--- config.mk ---
export PLATFORM = sky130hd
export DESIGN_NAME = jtopl_pg_seq
export DESIGN_NICKNAME = d
export VERILOG_FILES = /design/src/rtl/jtopl_pg_seq.sv
export SDC_FILE = /design/constraint.sdc
export NUM_CORES = 1
export LEC_CHECK = 0
export BUFFER_PORTS_ARGS = -buffer_cell sky130_fd_sc_hd__buf_4
export CORE_UTILIZATION = 30
export CTS_BUF_LIST = sky130_fd_sc_hd__clkbuf_16
export DETAILED_ROUTE_END_ITERATION = 16
export PLACE_DENSITY = 0.48
export SLEW_MARGIN = 20
export SYNTH_ARGS = -nofsm -noshare
export SYNTH_HDL_FRONTEND = slang
export SYNTH_SLANG_ARGS = --single-unit
--- constraint.sdc ---
create_clock -name i_clk -period 6.7 [get_ports i_clk]
set_input_delay 1.005 -clock i_clk [delete_from_list [all_inputs] [get_ports i_clk]]
set_output_delay 1.005 -clock i_clk [all_outputs]
set_load 0.01 [all_outputs]
--- src/rtl/jtopl_pg_seq.sv ---
// Phase-generator sequencer: time-multiplexes one jtopl_pg_sum datapath across SLOTS operator slots.
// Define JTOPL_PG_VIB_EN to add the per-slot vibrato enable (i_cfg_vib) and the vib_pos counter.
module jtopl_pg_seq #(
   parameter int unsigned SLOTS  = 18,
   parameter int unsigned SLOT_W = 5
) (
   input  logic              i_clk,
   input  logic              i_rst,
   input  logic              i_cen,
   input  logic              i_cfg_we,
   input  logic [SLOT_W-1:0] i_cfg_slot,
   input  logic [9:0]        i_cfg_fnum,
   input  logic [2:0]        i_cfg_block,
   input  logic [3:0]        i_cfg_mul,
   input  logic              i_cfg_keyon,
`ifdef JTOPL_PG_VIB_EN
   input  logic              i_cfg_vib,
`endif
   output logic [3:0]        o_pgs_mul,
   output logic [18:0]       o_pgs_phin,
   output logic              o_pgs_rst,
   output logic [16:0]       o_pgs_phinc,
   input  logic [18:0]       i_pgs_phout,
   input  logic [9:0]        i_pgs_phop,
   output logic [9:0]        o_op_phase,
   output logic [SLOT_W-1:0] o_op_slot,
   output logic              o_op_valid
);
   localparam logic [SLOT_W-1:0] LastSlot = SLOT_W'(SLOTS - 1);

   logic [SLOT_W-1:0] r_slot;
   logic [18:0]       r_phase    [SLOTS];
   logic [9:0]        r_fnum     [SLOTS];
   logic [2:0]        r_block    [SLOTS];
   logic [3:0]        r_mul      [SLOTS];
   logic              r_keyon    [SLOTS];
   logic              r_kon_prev [SLOTS];
   logic [9:0]        r_op_phase;
   logic [SLOT_W-1:0] r_op_slot;
   logic              r_op_valid;

   logic [9:0]        w_fnum_eff;
   logic [16:0]       w_phinc_sh;
   logic              w_wrap;
   logic              w_cfg_hit;

   assign w_wrap    = (r_slot == LastSlot);
   assign w_cfg_hit = i_cfg_we && (i_cfg_slot <= LastSlot);

`ifdef JTOPL_PG_VIB_EN
   logic       r_vib [SLOTS];
   logic [2:0] r_vib_pos;
   logic [9:0] r_sweep_cnt;
   logic [2:0] w_vib_f;
   logic [9:0] w_vib_mag;

   // Odd positions use f/2, positions 2 and 6 use f; the upper half of the cycle subtracts.
   always_comb begin
      w_vib_f   = r_fnum[r_slot][9:7];
      w_vib_mag = r_vib_pos[0] ? {8'd0, w_vib_f[2:1]} :
                  r_vib_pos[1] ? {7'd0, w_vib_f} : 10'd0;
      if (!r_vib[r_slot]) begin
         w_fnum_eff = r_fnum[r_slot];
      end else if (r_vib_pos[2]) begin
         w_fnum_eff = r_fnum[r_slot] - w_vib_mag;
      end else begin
         w_fnum_eff = r_fnum[r_slot] + w_vib_mag;
      end
   end

   always_ff @(posedge i_clk) begin
      if (i_rst) begin
         r_vib_pos   <= '0;
         r_sweep_cnt <= '0;
         for (int unsigned i = 0; i < SLOTS; i++) begin
            r_vib[i] <= 1'b0;
         end
      end else begin
         if (i_cen && w_wrap) begin
            r_sweep_cnt <= r_sweep_cnt + 10'd1;
            if (r_sweep_cnt == 10'h3FF) begin
               r_vib_pos <= r_vib_pos + 3'd1;
            end
         end
         if (w_cfg_hit) begin
            r_vib[i_cfg_slot] <= i_cfg_vib;
         end
      end
   end
`else
   assign w_fnum_eff = r_fnum[r_slot];
`endif

   always_comb begin
      w_phinc_sh  = {7'd0, w_fnum_eff} << r_block[r_slot];
      o_pgs_phinc = w_phinc_sh >> 1;
   end

   assign o_pgs_mul  = r_mul[r_slot];
   assign o_pgs_phin = r_phase[r_slot];
   assign o_pgs_rst  = r_keyon[r_slot] & ~r_kon_prev[r_slot];
   assign o_op_phase = r_op_phase;
   assign o_op_slot  = r_op_slot;
   assign o_op_valid = r_op_valid;

   // A same-cycle config write to the visited slot only lands after this visit has used the old values.
   always_ff @(posedge i_clk) begin
      if (i_rst) begin
         r_slot     <= '0;
         r_op_phase <= '0;
         r_op_slot  <= '0;
         r_op_valid <= 1'b0;
         for (int unsigned i = 0; i < SLOTS; i++) begin
            r_phase[i]    <= '0;
            r_fnum[i]     <= '0;
            r_block[i]    <= '0;
            r_mul[i]      <= '0;
            r_keyon[i]    <= 1'b0;
            r_kon_prev[i] <= 1'b0;
         end
      end else begin
         if (i_cen) begin
            r_phase[r_slot]    <= i_pgs_phout;
            r_kon_prev[r_slot] <= r_keyon[r_slot];
            r_op_phase         <= i_pgs_phop;
            r_op_slot          <= r_slot;
            r_op_valid         <= 1'b1;
            r_slot             <= w_wrap ? '0 : r_slot + 1'b1;
         end else begin
            r_op_valid <= 1'b0;
         end
         if (w_cfg_hit) begin
            r_fnum[i_cfg_slot]  <= i_cfg_fnum;
            r_block[i_cfg_slot] <= i_cfg_block;
            r_mul[i_cfg_slot]   <= i_cfg_mul;
            r_keyon[i_cfg_slot] <= i_cfg_keyon;
         end
      end
   end

endmodule
==> impl_results.md, run 1 <==
* Worst Reg2Reg Path Length in Cells at 7
* TritonRoute pass-1 iters at 6
* Top Usage Layer GRT: met2
* Buffers inserted by post-CTS timing repair at 0
* Maximum clock insertion buffer count at 3
* Met3 global-route usage at 0.02517
* CTS Hold Bufs at 0
* Clock network power share at 0.416
* Initial Util at 0.3025
* Pint at roughly 0.014 W
* Netlist area before placement at around 51000 µm²
* Prevailing post-synth register cell: sky130_fd_sc_hd__edfxtp_1
* Number of nets with antenna violations after detailed routing at 0
* Global routing met1 resource utilization at 0.2268
* Reported leakage power at a little over 20 nW
* Max-capacitance violation count at 0
* Highest net fanout along the worst path at 38
* VDD IR-drop max at between 0.2 and 0.3 mV
* Async SR Flop Fraction at 0
* Pin count of the biggest net entering global routing at 104
* Root buf cell: sky130_fd_sc_hd__clkbuf_16
* Total number of clock tree sinks at 1242
* Count of standard-cell rows at roughly 150
* Psw at approximately 0.004 W
* Clock insertion delay at the later pin of the skew report at between 0.7 and 0.8 ns
* Register share of total power at 0.507
* Synthesis-stage register bit count at between 1000 and 1500
* Critical hold path startpoint: i_pgs_phop[8]
* Routed wire length at 145500 µm
* Setup crit start kind: register
* Hold-critical path endpoint: o_op_phase[8]$_SDFFE_PP0P_
* First-pass GRT wire length at 207700 µm
* Share of Yosys cell area claimed by the top area cell type at 0.7124
* Share of the core filled with cells at 0.3551
* Aggregate global-route resource usage at 0.1685
* Number of global-route vias before repair at between 20000 and 30000
* Result of the run: complete, no violations
* Final setup violating endpoints at 0
* Per-cell via count in the routed design at just under 5
* Final period util at 0.8132
* Horizontal die dimension at 415.4 µm
* Finished layout cell area at between 60000 and 70000 µm²
* Post-synth EDFFs at 1216
* Share of cells above drive strength 1 at 0.2366
* Detailed Place HPWL at 84170 µm
* Number of DRC markers in iteration 0 at roughly 2600
* TritonCTS clock tree: done
* Count of nets after finishing at between 3000 and 4000
* Distinct cell type count of the synthesized netlist at between 40 and 50
* Pwr dens at 292.4 nW/µm²
* Relative max-transition margin at 0.3014
* Category of the worst setup path capture point: output pin
* Total number of vias at roughly 28000
* Switching part of the total power at 0.2301
* Synth area leaders: sky130_fd_sc_hd__edfxtp_1 (71%), sky130_fd_sc_hd__mux4_2 (15%), sky130_fd_sc_hd__nor2_1 (4.7%), sky130_fd_sc_hd__clkbuf_1 (1.1%), sky130_fd_sc_hd__nand2_1 (1.1%)
* Path type of the worst setup path: register to output pin
* Detailed-route wire length per cell at 25.60 µm
* Vertical extent of the die at just over 400 µm
* IO buf count at 111
* Max Clock Freq at roughly 180 MHz
* Number of antenna violations at the first check in global routing at 4
* Layout fillers at 15960
* Area of the core at between 150000 and 200000 µm²
* RSZ-0062 raised after global routing: false
* Warning count from the yosys run at 0
* Worst Hold Path Cells at 3
* DRC violations left at 0
* Part of the Yosys area used for sequential elements at 0.7225
* Floorplan die area at approximately 170000 µm²
* Final Skew at 0.01880 ns
* Destination of the worst register-to-register timing path: r_kon_prev[27]$_DFFE_PP_
* Required time of the critical path at 5.69 ns
* GPL Wtd Cong at 0.8024
* Clock-pin slew on the worst setup and hold paths at around 0.060 ns
* Post-layout minimum cycle time at roughly 5.4 ns
* Cell total after placement at 5437
* Grt ovf at 0
* Logic pwr share at 0.077
* Number of endpoints with negative hold slack in the final report at 0
* Post-synth top area cell: sky130_fd_sc_hd__edfxtp_1
* Mapped Avg Cell Area at 17.30 µm²
* Layout Area Growth over Synthesis at 17.40%
* Actual slew at the worst max-slew pin at between 1 and 1.5 ns
* Number of inserted diodes at 0
* Number of standard cells in the layout, taps in and fillers out at approximately 5700
* Sum of internal, switching and leakage power at ~0.018 W
* DP Area at between 50000 and 60000 µm²
* Cts bufs inserted at between 100 and 150
* H-tree depth reported by CTS at 4
* Global Route met2 Usage at 0.2779
* Max-slew violation total from the final report at 0
* Mapped Cells at about 3000
* Count of boundary I/O pins at between 100 and 150
* Post-Route Setup TNS at 0 ns
* Worst Path Arrival at ~4.4 ns
* Post-CTS resize count at 0
* Setup slack of the worst register-to-register path at approximately 2.4 ns
* Min-delay worst type: input port to register
==> power by group through the flow <==
| stage | clock (W) | combinational (W) | sequential (W) |
|---|---|---|---|
| 6_report | 0.00732 | 0.00135 | 0.00892 |
| 3_3_place_gp | 0 | 0.00137 | 0.00908 |
| 2_1_floorplan | 0 | 0.000883 | 0.00903 |
| 4_1_cts | 0.00749 | 0.00137 | 0.00893 |
| 5_1_grt | 0.00776 | 0.00144 | 0.00895 |
| 3_5_place_dp | 0 | 0.00137 | 0.00909 |
==> per-stage QoR <==
stage               hold WS [ns]  setup slack, ns
finish                    0.4652            1.252
global route              0.4552           0.9746
CTS                       0.4164            1.112
detailed placement        0.4717            1.950
global placement          0.4680            1.991
floorplan                 0.4939            3.048
==> cells in the mapped netlist, types with 3 or more instances <==
library cell and number:
sky130_fd_sc_hd__inv_1 42, sky130_fd_sc_hd__nor3_1 6, sky130_fd_sc_hd__a211oi_1 5, sky130_fd_sc_hd__o21bai_1 13, sky130_fd_sc_hd__mux2i_1 49, sky130_fd_sc_hd__o21ai_0 3, sky130_fd_sc_hd__mux4_2 347, sky130_fd_sc_hd__or3_1 4
sky130_fd_sc_hd__buf_2 31, sky130_fd_sc_hd__buf_6 10, sky130_fd_sc_hd__clkbuf_1 157, sky130_fd_sc_hd__inv_2 3, sky130_fd_sc_hd__nand2_1 156, sky130_fd_sc_hd__buf_4 12, sky130_fd_sc_hd__nand2b_1 37, sky130_fd_sc_hd__nor2_1 640
sky130_fd_sc_hd__and2_1 67, sky130_fd_sc_hd__or2_2 4, sky130_fd_sc_hd__a221oi_1 12, sky130_fd_sc_hd__a22oi_1 22, sky130_fd_sc_hd__a22o_1 3, sky130_fd_sc_hd__buf_1 7, sky130_fd_sc_hd__nor2b_1 10, sky130_fd_sc_hd__a21oi_1 16
sky130_fd_sc_hd__nand3_1 8, sky130_fd_sc_hd__a31oi_1 11, sky130_fd_sc_hd__edfxtp_1 1216, sky130_fd_sc_hd__and3_1 16, sky130_fd_sc_hd__dfxtp_1 26, sky130_fd_sc_hd__mux2_2 4
==> logic make-up after synthesis <==
group           count (synthesis)  synth area share
fa+ha+maj                       2         0.0004881
compound gates                 93           0.01289
simple gates                  960           0.07833
other cells                     1        0.00007316
mux                           401            0.1632
flops                        1242            0.7225
buf+inv                       263           0.02236
xor+xnor                        1         0.0001709
==> layer usage <==
layer	vias up	routed length, µm
met1	14696	62300
met3	201	7425
met5	-	0
li1	11918	-
met2	808	71300
met4	0	4453
==> critical path: stages (launching register included) <==
cell	delay, ns
sky130_fd_sc_hd__dfxtp_4	0.67
sky130_fd_sc_hd__buf_4	0.74
sky130_fd_sc_hd__buf_4	0.61
sky130_fd_sc_hd__mux4_2	0.58
sky130_fd_sc_hd__mux4_2	0.48
sky130_fd_sc_hd__nand2_1	0.14
sky130_fd_sc_hd__nand2_1	0.16
sky130_fd_sc_hd__buf_4	0.19
==> layout by cell type (no fill, tap or decap), drive strengths merged, types with 3 or more instances in the layout <==
cell type / count
edfxtp: 1216
bufinv: 8
o21ai: 4
or3: 4
nor3: 8
a22oi: 22
nor2b: 10
buf: 221
inv: 87
a22o: 3
conb: 253
and3: 16
mux2i: 50
clkbuf: 141
a211oi: 5
dfxtp: 26
and2: 67
a221oi: 12
a31oi: 12
or2: 4
nand2b: 37
nor2: 641
o21bai: 13
a21oi: 16
mux4: 347
clkinv: 55
mux2: 4
nand2: 156
nand3: 8
==> area by class of cell <==
cell class / instances / area (µm²) / share of cell area
sequential: 1242 / 37050 / 0.6156
multi-input combinational: 1710 / 14140 / 0.2350
clock buffer: 141 / 3528 / 0.05863
tap: 2218 / 2775 / 0.04612
timing repair buffer: 221 / 1709 / 0.02840
clock inverter: 106 / 795.8 / 0.01322
inverter: 46 / 177.7 / 0.002952
==> how the worst max path moves through the flow <==
stage,startpoint,cells after the start,slack [ns],endpoint
after global routing,register,7,0.97,o_pgs_phin[7]
after detailed placement,register,7,1.95,o_pgs_phin[7]
after floorplan,register,10,3.05,o_pgs_mul[0]
final,register,7,1.25,o_pgs_phin[7]
after CTS,register,7,1.11,o_pgs_phin[7]
after global placement,register,7,1.99,o_pgs_phin[7]
==> sequential cells by signal (all words and copies together) (netlist names), named ones only <==
name	cells
r_phase	608
r_fnum	320
r_mul	128
r_block	96
r_keyon	32
r_kon_prev	32
o_op_phase	10
o_op_slot	5
r_slot	5
o_op_valid	1
Note: power is estimated with default switching activity, not from simulation.
==> inputs of run 2 (changes only) <==
--- a/config.mk
+++ b/config.mk
@@ -5,6 +5,7 @@
 export SDC_FILE = /design/constraint.sdc
 export NUM_CORES = 1
 export LEC_CHECK = 0
+export ABC_AREA = 1
 export BUFFER_PORTS_ARGS = -buffer_cell sky130_fd_sc_hd__buf_4
 export CORE_UTILIZATION = 30
 export CTS_BUF_LIST = sky130_fd_sc_hd__clkbuf_16
==> constraint.sdc (replaced) <==
create_clock -name i_clk -period 5.41 [get_ports i_clk]
set_input_delay 0.8115 -clock i_clk [delete_from_list [all_inputs] [get_ports i_clk]]
set_output_delay 0.8115 -clock i_clk [all_outputs]
set_load 0.01 [all_outputs]
==> impl_results.md, run 2 <==
* Switching part of the total power at 0.2507
* Relative max-transition margin at 0.1549
* TritonCTS clock tree: done
* Part of the Yosys area used for sequential elements at 0.7022
* Maximum clock insertion buffer count at 3
* Number of DRC markers in iteration 0 at 3413
* Max-capacitance violation count at 0
* Worst path bufs/invs at 4
* Biggest registers after layout: r_phase x608, r_fnum x320, r_mul x128
* Netlist area before placement at approximately 53000 µm²
* Most frequently used cell type in the post-synthesis netlist: sky130_fd_sc_hd__edfxtp_1
* Required time of the critical path at around 4.6 ns
* Critical path, cell by cell: inv_8 > buf_12 > o21ai_0 > o22ai_1 > o21ai_0 > o21ai_0 > buf_4 > nor2_1 > a21oi_1 > buf_4
* Warning count from the yosys run at 0
* Worst Hold Path Cells at 3
* Vertical extent of the die at 421.3 µm
* Setup crit start kind: register
* Pin count of the biggest net entering global routing at roughly 220
* Post-Route Setup TNS at 0 ns
* Total number of vias at roughly 37000
* Floorplan die area at 177500 µm²
* Clock-pin slew on the worst setup and hold paths at around 0.060 ns
* Number of antenna violations at the first check in global routing at 1
* Result of the run: complete, no violations
* Highest net fanout along the worst path at 109
* Number of endpoints with negative hold slack in the final report at 0
* Actual slew at the worst max-slew pin at approximately 1.3 ns
* Reported leakage power at 21.92 nW
* Worst Path Arrival at 4.35 ns
* Pwr dens at approximately 360 nW/µm²
* Detailed-route wire length per cell at around 22 µm
* Max-slew violation total from the final report at 0
* Post-CTS resize count at 0
* Prevailing post-synth register cell: sky130_fd_sc_hd__edfxtp_1
* Layout Area Growth over Synthesis at 16.16%
* Clock network power share at 0.408
* Grt ovf at 0
* Most frequent cells after synthesis: sky130_fd_sc_hd__edfxtp_1 (1216), sky130_fd_sc_hd__nor2_1 (1169), sky130_fd_sc_hd__nand2_1 (713)
* DP Area at around 57000 µm²
* Dominant cell type by count on the critical path: sky130_fd_sc_hd__o21ai_0
* CTS Hold Bufs at 0
* H-tree depth reported by CTS at 4
* VDD IR-drop max at ~0.3 mV
* Min-delay worst type: input port to register
* Mapped Avg Cell Area at ~11 µm²
* Number of cells on the critical path at 10
* Synth area leaders: sky130_fd_sc_hd__edfxtp_1 (69%), sky130_fd_sc_hd__nor2_1 (8.3%), sky130_fd_sc_hd__nand2_1 (5.1%), sky130_fd_sc_hd__o21ai_0 (4.3%), sky130_fd_sc_hd__nand3_1 (3.7%)
* Global routing met1 resource utilization at 0.2602
* Number of global-route vias before repair at ~36000
* Commonest non-fill, non-tap cell in the layout: sky130_fd_sc_hd__edfxtp_1
* Global Route met2 Usage at 0.2833
* Cts bufs inserted at ~140
* Async SR Flop Fraction at 0
* Path type of the worst setup path: register to output pin
* Distinct cell type count of the synthesized netlist at 36
* Logic pwr share at 0.091
* Count of nets after finishing at slightly above 5000
* Horizontal die dimension at around 420 µm
* Max reg flops at between 600 and 700
* DRC violations left at 0
* Crit-path slowest cell: sky130_fd_sc_hd__o21ai_0
* Initial Util at 0.3028
* Finished layout cell area at between 60000 and 70000 µm²
* Psw at 0.005524 W
* Max Clock Freq at about 190 MHz
* Count of boundary I/O pins at between 100 and 150
* Category of the worst setup path capture point: output pin
* Mapped Cells at around 4800
* Number of nets with antenna violations after detailed routing at 0
* GPL Wtd Cong at ~0.83
* Share of Yosys cell area claimed by the top area cell type at 0.6924
* Routed wire length at around 160000 µm
* Total number of clock tree sinks at 1242
* RSZ-0062 raised after global routing: false
* Final period util at 0.9538
* Buffers inserted by post-CTS timing repair at 0
* Met3 global-route usage at 0.02796
* Share of cells above drive strength 1 at 0.09568
* Number of inserted diodes at 0
* Post-synth EDFFs at roughly 1200
* Worst Reg2Reg Path Length in Cells at 10
* CP peak stage delay at 0.57 ns
* Post-synth top area cell: sky130_fd_sc_hd__edfxtp_1
* Top Usage Layer GRT: met2
* Top reg by flops: r_phase
* Count of standard-cell rows at about 150
* Detailed Place HPWL at between 90000 and 100000 µm
* Area of the core at around 170000 µm²
* Layout fillers at around 18000
* Kind of cell adding the most delay to the critical path: compound AO/OA/AOI/OAI gates
* IO buf count at 111
* Synthesis-stage register bit count at between 1000 and 1500
* First-pass GRT wire length at between 200000 and 250000 µm
* Aggregate global-route resource usage at 0.1818
* Setup slack of the worst register-to-register path at between 2 and 2.5 ns
* Pint at between 0.015 and 0.02 W
* Final Skew at around 0.020 ns
* Commonest cells after routing, fill and taps aside: sky130_fd_sc_hd__edfxtp_1 (1216), sky130_fd_sc_hd__nor2_1 (1149), sky130_fd_sc_hd__nand2_1 (711)
* Final setup violating endpoints at 0
* Root buf cell: sky130_fd_sc_hd__clkbuf_16
* TritonRoute pass-1 iters at 5
* Clock insertion delay at the later pin of the skew report at approximately 0.8 ns
* Per-cell via count in the routed design at around 5.0
* Register share of total power at 0.501
* Post-layout minimum cycle time at about 5.2 ns
-- run 2: layout make-up --
class / count / area, µm² / share of cell area
tap: 2325 / 2909 / 0.04749
sequential: 1242 / 37050 / 0.6048
multi-input combinational: 3294 / 14660 / 0.2393
timing repair buffer: 233 / 1974 / 0.03223
clock inverter: 108 / 708.2 / 0.01156
inverter: 102 / 405.4 / 0.006617
clock buffer: 142 / 3553 / 0.05800
-- run 2: worst paths after layout --
path	end	start
min	o_op_phase[2]$_SDFFE_PP0P_	i_pgs_phop[2]
max reg2reg	r_kon_prev[22]$_DFFE_PP_	register
min reg2reg	o_op_phase[2]$_SDFFE_PP0P_	o_op_phase[2]$_SDFFE_PP0P_
max	o_pgs_phin[8]	register
-- run 2: layer usage --
layer	wire length [µm]	share of wire	vias up
met3	9638	0.059	224
met5	0	0	-
met1	75820	0.46	18774
met2	75060	0.46	1165
li1	-	-	17000
met4	4159	0.025	0
-- run 2: worst min-delay path, delay by kind of cell --
| family | cells | cell delay (ns) |
|---|---|---|
| buffers and inverters | 1 | 0.07 |
| AND/OR/NAND/NOR | 2 | 0.08 |
-- run 2: stage by stage --
stage | hold slack [ns] | utilization | instances | setup slack [ns] | total power (W)
finish | 0.2247 | 0.3517 | 7446 | 0.2502 | 0.02203
CTS | 0.1613 | 0.3516 | 7446 | 0.1885 | 0.02223
detailed placement | 0.4620 | 0.3271 | 7196 | 1.054 | 0.01325
global route | 0.1997 | 0.3517 | 7446 | 0.1083 | 0.02279
floorplan | 0.4770 | - | 5003 | 2.486 | 0.01244
global placement | 0.4606 | 0.3271 | 7196 | 1.072 | 0.01324
-- run 2: logic make-up (layout without fill, tap and decap cells) --
family	count (synthesis)	in the layout	synth area share
compound gates	733	733	0.08280
xor+xnor	2	2	0.0003322
flops	1242	1242	0.7022
simple gates	2304	2304	0.1750
buf+inv	467	585	0.03912
fa+ha+maj	2	2	0.0004744
other cells	1	253	0.00007110
-- run 2: power by group through the flow --
| stage | Sequential, W | Clock (W) | Combinational [W] |
|---|---|---|---|
| after floorplan | 0.0112 | 0 | 0.00124 |
| after global placement | 0.0112 | 0 | 0.00200 |
| after detailed placement | 0.0112 | 0 | 0.00201 |
| after CTS | 0.0110 | 0.00918 | 0.00201 |
| after global routing | 0.0111 | 0.00951 | 0.00220 |
| final | 0.0110 | 0.00899 | 0.00200 |
